[src/rtl/fft_reorder_pkg.sv]
// Shared types and helpers for the FFT bit-reversal reorder stage.
package fft_reorder_pkg;

  localparam int unsigned DefaultLog2N = 6;

  typedef enum logic {IDLE, READ} rd_state_t;

  // Reverse the low log2n bits of value; upper result bits are zero.
  function automatic int unsigned bitrev(input int unsigned value, input int unsigned log2n);
    int unsigned r;
    r = 0;
    for (int unsigned i = 0; i < log2n; i++) begin
      r[i] = value[log2n-1-i];
    end
    return r;
  endfunction

endpackage

[src/rtl/reorder_ram.sv]
// Simple dual-port RAM: one write port, one registered read port (1-cycle latency).
module reorder_ram #(
  parameter int unsigned DataWidth = 32,
  parameter int unsigned AddrWidth = 4
) (
  input  logic                 clock,
  input  logic                 reset_n,
  input  logic                 we,
  input  logic [AddrWidth-1:0] waddr,
  input  logic [DataWidth-1:0] wdata,
  input  logic                 re,
  input  logic [AddrWidth-1:0] raddr,
  output logic [DataWidth-1:0] rdata
);

  logic [DataWidth-1:0] mem [2**AddrWidth];

  always_ff @(posedge clock) begin
    if (we) begin
      mem[waddr] <= wdata;
    end
  end

  // Only the read register is reset; it holds its value between reads.
  always_ff @(posedge clock or negedge reset_n) begin
    if (!reset_n) begin
      rdata <= '0;
    end else if (re) begin
      rdata <= mem[raddr];
    end
  end

endmodule

[src/rtl/fft_bitrev_reorder.sv]
// Ping-pong reorder buffer turning bit-reversed FFT frames into natural order.
// Optional start-of-frame output do_sof enabled by defining FFT_REORDER_SOF_EN.
module fft_bitrev_reorder
  import fft_reorder_pkg::*;
#(
  parameter int unsigned WIDTH = 16,
  parameter int unsigned LOG2N = DefaultLog2N
) (
  input  logic             clock,
  input  logic             reset_n,
  input  logic             di_en,
  input  logic [WIDTH-1:0] di_re,
  input  logic [WIDTH-1:0] di_im,
  output logic             do_en,
  output logic [WIDTH-1:0] do_re,
  output logic [WIDTH-1:0] do_im
`ifdef FFT_REORDER_SOF_EN
  ,
  output logic             do_sof
`endif
);

  localparam int unsigned N = 1 << LOG2N;
  localparam logic [LOG2N-1:0] LastIdx = LOG2N'(N - 1);

  logic [LOG2N-1:0] wr_cnt_q, wr_cnt_d;
  logic             wr_bank_q, wr_bank_d;
  logic [1:0]       full_q, full_d;
  rd_state_t        rd_state_q, rd_state_d;
  logic             rd_bank_q, rd_bank_d;
  logic [LOG2N-1:0] rd_addr_q, rd_addr_d;
  logic             do_en_q;
  logic             wr_last, rd_issue, rd_last;
  logic [LOG2N-1:0] wr_addr_rev;
  logic [2*WIDTH-1:0] rd_data;

  assign wr_addr_rev = LOG2N'(bitrev(32'(wr_cnt_q), LOG2N));

  always_comb begin
    wr_last   = di_en && (wr_cnt_q == LastIdx);
    wr_cnt_d  = di_en ? wr_cnt_q + 1'b1 : wr_cnt_q;
    wr_bank_d = wr_bank_q ^ wr_last;
  end

  always_comb begin
    rd_state_d = rd_state_q;
    rd_bank_d  = rd_bank_q;
    rd_addr_d  = rd_addr_q;
    rd_issue   = 1'b0;
    rd_last    = 1'b0;
    case (rd_state_q)
      IDLE: begin
        if (full_q[rd_bank_q]) begin
          rd_state_d = READ;
          rd_addr_d  = '0;
        end
      end
      READ: begin
        rd_issue  = 1'b1;
        rd_addr_d = rd_addr_q + 1'b1;
        if (rd_addr_q == LastIdx) begin
          rd_last   = 1'b1;
          rd_bank_d = ~rd_bank_q;
          // A frame completing into the other bank this cycle also counts as full.
          if (full_q[~rd_bank_q] || (wr_last && (wr_bank_q != rd_bank_q))) begin
            rd_state_d = READ;
          end else begin
            rd_state_d = IDLE;
          end
        end
      end
      default: rd_state_d = IDLE;
    endcase
  end

  // Clear and set target different banks, so both take effect.
  always_comb begin
    full_d = full_q;
    if (rd_last) begin
      full_d[rd_bank_q] = 1'b0;
    end
    if (wr_last) begin
      full_d[wr_bank_q] = 1'b1;
    end
  end

  always_ff @(posedge clock or negedge reset_n) begin
    if (!reset_n) begin
      wr_cnt_q   <= '0;
      wr_bank_q  <= 1'b0;
      full_q     <= '0;
      rd_state_q <= IDLE;
      rd_bank_q  <= 1'b0;
      rd_addr_q  <= '0;
      do_en_q    <= 1'b0;
    end else begin
      wr_cnt_q   <= wr_cnt_d;
      wr_bank_q  <= wr_bank_d;
      full_q     <= full_d;
      rd_state_q <= rd_state_d;
      rd_bank_q  <= rd_bank_d;
      rd_addr_q  <= rd_addr_d;
      do_en_q    <= rd_issue;
    end
  end

  reorder_ram #(
    .DataWidth(2 * WIDTH),
    .AddrWidth(LOG2N + 1)
  ) u_ram (
    .clock  (clock),
    .reset_n(reset_n),
    .we     (di_en),
    .waddr  ({wr_bank_q, wr_addr_rev}),
    .wdata  ({di_re, di_im}),
    .re     (rd_issue),
    .raddr  ({rd_bank_q, rd_addr_q}),
    .rdata  (rd_data)
  );

  assign do_en = do_en_q;
  assign do_re = rd_data[2*WIDTH-1:WIDTH];
  assign do_im = rd_data[WIDTH-1:0];

`ifdef FFT_REORDER_SOF_EN
  logic do_sof_q;

  always_ff @(posedge clock or negedge reset_n) begin
    if (!reset_n) begin
      do_sof_q <= 1'b0;
    end else begin
      do_sof_q <= rd_issue && (rd_addr_q == '0);
    end
  end

  assign do_sof = do_sof_q;
`endif

endmodule

[config.mk]
export PLATFORM = sky130hd
export DESIGN_NAME = fft_bitrev_reorder
export DESIGN_NICKNAME = d
export VERILOG_FILES = /design/src/rtl/fft_reorder_pkg.sv /design/src/rtl/reorder_ram.sv /design/src/rtl/fft_bitrev_reorder.sv
export SDC_FILE = /design/constraint.sdc
export NUM_CORES = 2
export LEC_CHECK = 0
export BUFFER_PORTS_ARGS = -buffer_cell sky130_fd_sc_hd__buf_2
export CAP_MARGIN = 20
export CORE_MARGIN = 10
export CORE_UTILIZATION = 50
export CTS_BUF_LIST = sky130_fd_sc_hd__clkbuf_4
export DETAILED_ROUTE_END_ITERATION = 10
export MAX_ROUTING_LAYER = met4
export PLACE_DENSITY_LB_ADDON = 0.2
export SLEW_MARGIN = 20
export SYNTH_ARGS = -nofsm -noshare
export SYNTH_HDL_FRONTEND = slang
export SYNTH_SLANG_ARGS = --single-unit
[constraint.sdc]
create_clock -name clock -period 10.7 [get_ports clock]
set_clock_uncertainty 0.15 [all_clocks]
set_input_delay 1.07 -clock clock [delete_from_list [all_inputs] [get_ports clock]]
set_output_delay 1.07 -clock clock [all_outputs]
set_load 0.01 [all_outputs]
---- Word level (Yosys, flattened, before mapping) ----
Memory sizes are Yosys's and may differ from the RTL's. A register that Yosys moved wholly into a read port is not among the register bits.
Cells that the tools add are included.
operators by class
  $add $sub $neg .......................... 2
  magnitude comparators ................... 5
  equality and inequality tests ........... 4
  multiplexer cells ....................... 21
  bitwise logic cells ..................... 6
  reductions and logical operators ........ 7
operators by type and width
  kind                                                                           number
  1-bit 2-to-1 mux                                                               14
  6-bit by 1-bit adder with 6-bit output (second input constant)                 2
  6-bit equality test (second input constant)                                    2
  6-bit one-hot mux with 2 select lines                                          1
  1-bit by 2-bit less-than comparator with 1-bit output (second input constant)  3
  6-bit 2-to-1 mux                                                               1
  1-bit logical AND                                                              4
  2-bit 2-to-1 mux                                                               2
  2-bit bitwise AND                                                              1
  1-bit demux with 1-bit select                                                  2
  1-bit greater-or-equal comparator (second input constant)                      2
  2-bit inequality test (second input constant)                                  1
  1-bit NOT                                                                      2
  2-bit NOT                                                                      1
  2-bit bitwise OR                                                               1
  1-bit one-hot mux with 2 select lines                                          1
  2-bit AND reduction                                                            1
  1-bit logical NOT                                                              1
  1-bit logical OR                                                               1
  1-bit inequality test                                                          1
  1-bit bitwise XOR                                                              1
storage, ports and cells
  register bits after elaboration ......... 18
  memory bits (writable) .................. 4096
  bits of input ports ..................... 35
  output and inout bits ................... 33
  memories kept ........................... 1
memory list
  name       words  width  read ports  clocked after memory_dff  write ports  RTL line           text
  u_ram.mem  128    32     1           1                         1            reorder_ram.sv:16  logic [DataWidth-1:0] mem [2**AddrWidth];

---- Longest topological paths before layout ----
  word-level depth ........................ 9
  depth in mapped cells ................... 13
  mapped depth without buffers ............ 6

---- By module ----
A second synthesis with hierarchy kept.
unflattened totals
  cells, all modules ...................... 7492
  area, all modules ....................... 159211.4 um2
by module, submodules not included
  module              instances  cells an instance  area each (um2)  seq. area each (um2)
  reorder_ram         1          7421               158379.4         123798.7
  fft_bitrev_reorder  1          71                 832.0            450.4

---- Least setup slack after synthesis ----
Ideal clock, no wire load.
  kind .................................... input -> register
  start point ............................. input di_en
  end point ............................... memory u_ram.mem[77][0] (enable)
  library setup time ...................... 0.461 ns
  arrival time ............................ 3.909 ns
  slack ................................... 6.180 ns
  stages on the path ...................... 3
  path through ............................ clkbuf_1 -> nand4_1 -> nor3_1
on the way
  longest elaborated chain between the ends .. 2
RTL lines
  what                                    RTL line                  text
  from (decl)                             fft_bitrev_reorder.sv:11  input logic di_en,
  1-bit 2-to-1 mux                        reorder_ram.sv:19         if (we) begin
  1-bit 2-to-1 mux (implied by the code)  reorder_ram.sv:20         mem[waddr] <= wdata;
  to (decl)                               reorder_ram.sv:16
No other way between the ends.

==> impl_metrics.ini <==
[clock_network]
hold_buffers = 36
cts_tree = done
cts.clk_slew.worst_paths_ps = 70
cts.path.max_buffers = 5
post_cts_resize_count = 0
clock_insertion_delay_worst_skew_ps = 1640
cts.sink_count = 4146
postCtsSetupRepairBufs = 0
htree_num_levels = 7
cts_inserted_buffers = 1111
ctsRootBufferMaster = clkbuf_4

[synthesis]
ys_warn_count = 0
synth_fp_nets = 7119
syn_area_per_cell_um2 = 22.5
ys_ff_latch = 4146
synth_flop_cell = edfxtp_1
yosysSeqAreaShare = 0.779
synth_enable_flop_cells = 4096
syn-instance-count = 7082
asyncSetResetFlopFracSynth = 0.0121
syn-cell-area_um2 = 159000
distinct_cells_synth = 69

[critical_path]
critical_path_arrival_ps = 6540
critPathLaunch = rd_addr_q[1]
critPathMostFrequentCell = buf_4
r2r_setup_slack_ps = 5500
path_cells = buf_4, buf_4, mux4_2, mux2i_1, mux2i_1, a2111oi_0, buf_4, o21a_1, o22ai_1
worstSetupEndpointType = flop
critPathRequiredTime_ps = 12040
timing.critical_path.fanout_max = 59
timing.rr.start = rd_addr_q[1]
cpLargestDelayFamily = buffers and inverters
timing.critical_path.slowest_cell_delay_ps = 940
criticalPathCategory = flop to flop
critPathLaunchType = flop
crit_path_top_delay_cell = dfrtp_4
critical_path_buf_inv_count = 3

[power_and_ir_drop]
p_leak_uw = 0.0586
total_power_divided_by_cell_area_nw_per_um2 = 180
power.combinational.fraction = 0.032
seq_power_share = 0.567
netSwitchingPower_uw = 7110
clk_pwr_share = 0.401
switching_share = 0.220
internal-power_uw = 25200
worst_ir_drop_vdd_uv = 122

[job]
timing.max_cap.violations = 0

[floorplan]
die_w_um = 585
die_height_um = 585
initial_utilization = 0.502
area_of_the_core_um2 = 318000
placement_rows = 207
io_pins = 68
design.die.area_um2 = 342000

[grt]
remaining_global_route_overflow = 0
vias_in_the_first_global_route = 84800
wire_length_of_the_first_global_routing_pass_um = 656000
grt_antenna_before_repair = 35
grtUsageTotal = 0.285
grt_start_max_net_pins = 123

[placement]
finalWeightedCongestion = 0.864
dp_hpwl_um = 254000
buffer_ports.inserted = 67

[timing]
fin_setup_tns_ps = 0
min_period_ps = 5200
worst_pin_slew_ps = 1280
final.hold.worst_slack_ps = 334
fmaxAchievable_mhz = 192
grt_setup_unrepaired = no
slew_violations = 0
slew-limit-headroom = 0.142
number_of_hold_slack_violations_in_the_final_timing_report = 0
report.final.setup_viol = 0
layout_worst_path_cycle_share = 0.486

[detailed_routing]
vias_per_cell = 6.51
route.vias.total = 84600
drc = 0
drtIter0Drc = 13200
drt.antenna.violating_nets = 0
routed_wl_um = 473000
route.detailed.wl_per_inst_um = 36.4
drt_pre_antenna_iters = 9

[outcome]
run_status = finished, final reports clean

[layout]
post_route_cells_drive_above_1_share = 0.358
layout.nets = 8216
layout-area-overhead-vs-synth_pct = 12.4

[worst_hold_path]
start_point_of_the_worst_min_delay_path = di_re[0]
worst_hold_path_class = input port to flop
-- per-stage QoR --
| stage | area, um^2 | power, uW | util | cells | setup WS, ps |
|---|---|---|---|---|---|
| after floorplan | 159000 | 18900 | - | 7082 | 6180 |
| after global placement | 166000 | 19600 | 0.523 | 11200 | 5260 |
| after global routing | 179000 | 33500 | 0.564 | 13000 | 5410 |
| after detailed placement | 166000 | 19600 | 0.523 | 11200 | 5600 |
| final | 179000 | 32300 | 0.564 | 13000 | 5500 |
| after CTS | 179000 | 32500 | 0.564 | 13000 | 5560 |
-- sequential cells by signal, indices dropped and copies added (netlist names) --
name and cells:
u_ram.mem 4096, u_ram.rdata 32, rd_addr_q 6, wr_cnt_q 6, full_q 2, do_en 1
rd_bank_q 1, rd_state_q 1, wr_bank_q 1
-- power by group through the flow --
stage	Sequential, uW	Combinational [uW]	Clock, uW
3_3_place_gp	18600	987	0
4_1_cts	18300	1030	13200
6_report	18300	1040	12900
5_1_grt	18300	1070	14100
2_1_floorplan	18600	316	0
3_5_place_dp	18600	1020	0
-- cells in the mapped netlist (50+ instances only) --
| library cell | instances | area (um^2) |
|---|---|---|
| clkbuf_1 | 132 | 495 |
| dfrtp_1 | 50 | 1250 |
| a21oi_1 | 77 | 385 |
| buf_6 | 57 | 642 |
| o22ai_1 | 67 | 419 |
| mux4_2 | 981 | 22100 |
| a211oi_1 | 77 | 578 |
| mux2i_1 | 365 | 3650 |
| o221ai_1 | 78 | 683 |
| nor2_1 | 190 | 713 |
| nand2_1 | 204 | 766 |
| edfxtp_1 | 4096 | 123000 |
| buf_2 | 124 | 621 |
-- cell usage in the layout, fill, tap and decap left out, types with 24 or more instances in the layout --
| cell | instances |
|---|---|
| edfxtp_1 | 4096 |
| nor2b_1 | 30 |
| o22ai_1 | 67 |
| buf_4 | 289 |
| o221ai_1 | 78 |
| a211oi_1 | 75 |
| diode_2 | 25 |
| clkinv_1 | 140 |
| nor2_1 | 62 |
| nor2_4 | 126 |
| a21oi_1 | 74 |
| mux2i_1 | 365 |
| mux4_2 | 981 |
| dfrtp_1 | 43 |
| nand3_1 | 44 |
| clkbuf_4 | 1558 |
| nand2_1 | 200 |
| buf_2 | 37 |
| mux2_2 | 47 |
| dlygate4sd3_1 | 35 |
| and2_1 | 47 |
| o21ai_1 | 24 |
-- routing by layer --
layer | GRT usage | wire, um | share of wire
met1 | 0.385 | 178000 | 0.38
met2 | 0.419 | 221000 | 0.47
met3 | 0.0788 | 57600 | 0.12
met4 | 0.106 | 16000 | 0.034
met5 | - | 0 | 0
-- kinds of logic (layout without fill, tap and decap cells) --
logic type               count (synthesis)  count (layout)  synth area share
flip-flops                            4146            4146             0.779
adder cells (fa/ha/maj)                  2               2          0.000157
AND/OR/NAND/NOR                        589             589            0.0164
buffers and inverters                  415            2136            0.0151
multiplexers                          1394            1394             0.165
other                                    0              25                 0
AO/OA/AOI/OAI                          529             529            0.0239
XOR/XNOR                                 7               7          0.000384
-- worst register-to-register path, stage by stage, from the launching register on --
cell	delay [ps]
dfrtp_4	940
buf_4	740
buf_4	960
mux4_2	470
mux2i_1	140
mux2i_1	160
a2111oi_0	850
buf_4	250
o21a_1	300
o22ai_1	110
-- path summary, 6_finish.rpt --
kind	cells after the start	end
setup / recovery	9	u_ram.rdata[25]
hold / removal	2	u_ram.mem[91][16]
setup reg to reg	9	u_ram.rdata[25]
hold reg to reg	1	full_q[1]
max in group asynchronous	4	rd_addr_q[4]
min in group asynchronous	4	u_ram.rdata[17]
-- cell type report --
| cell class | instances | area [um^2] |
|---|---|---|
| Antenna cell | 25 | 62.6 |
| Sequential cell | 4146 | 124000 |
| Clock inverter | 179 | 907 |
| Multi-Input combinational cell | 2521 | 33900 |
| Inverter | 19 | 93.8 |
| Fill cell | 23600 | 139000 |
| Clock buffer | 1558 | 11700 |
| Tap cell | 4180 | 5230 |
| Timing Repair Buffer | 380 | 3060 |
No activity file was read; power rests on OpenSTA's default activity.
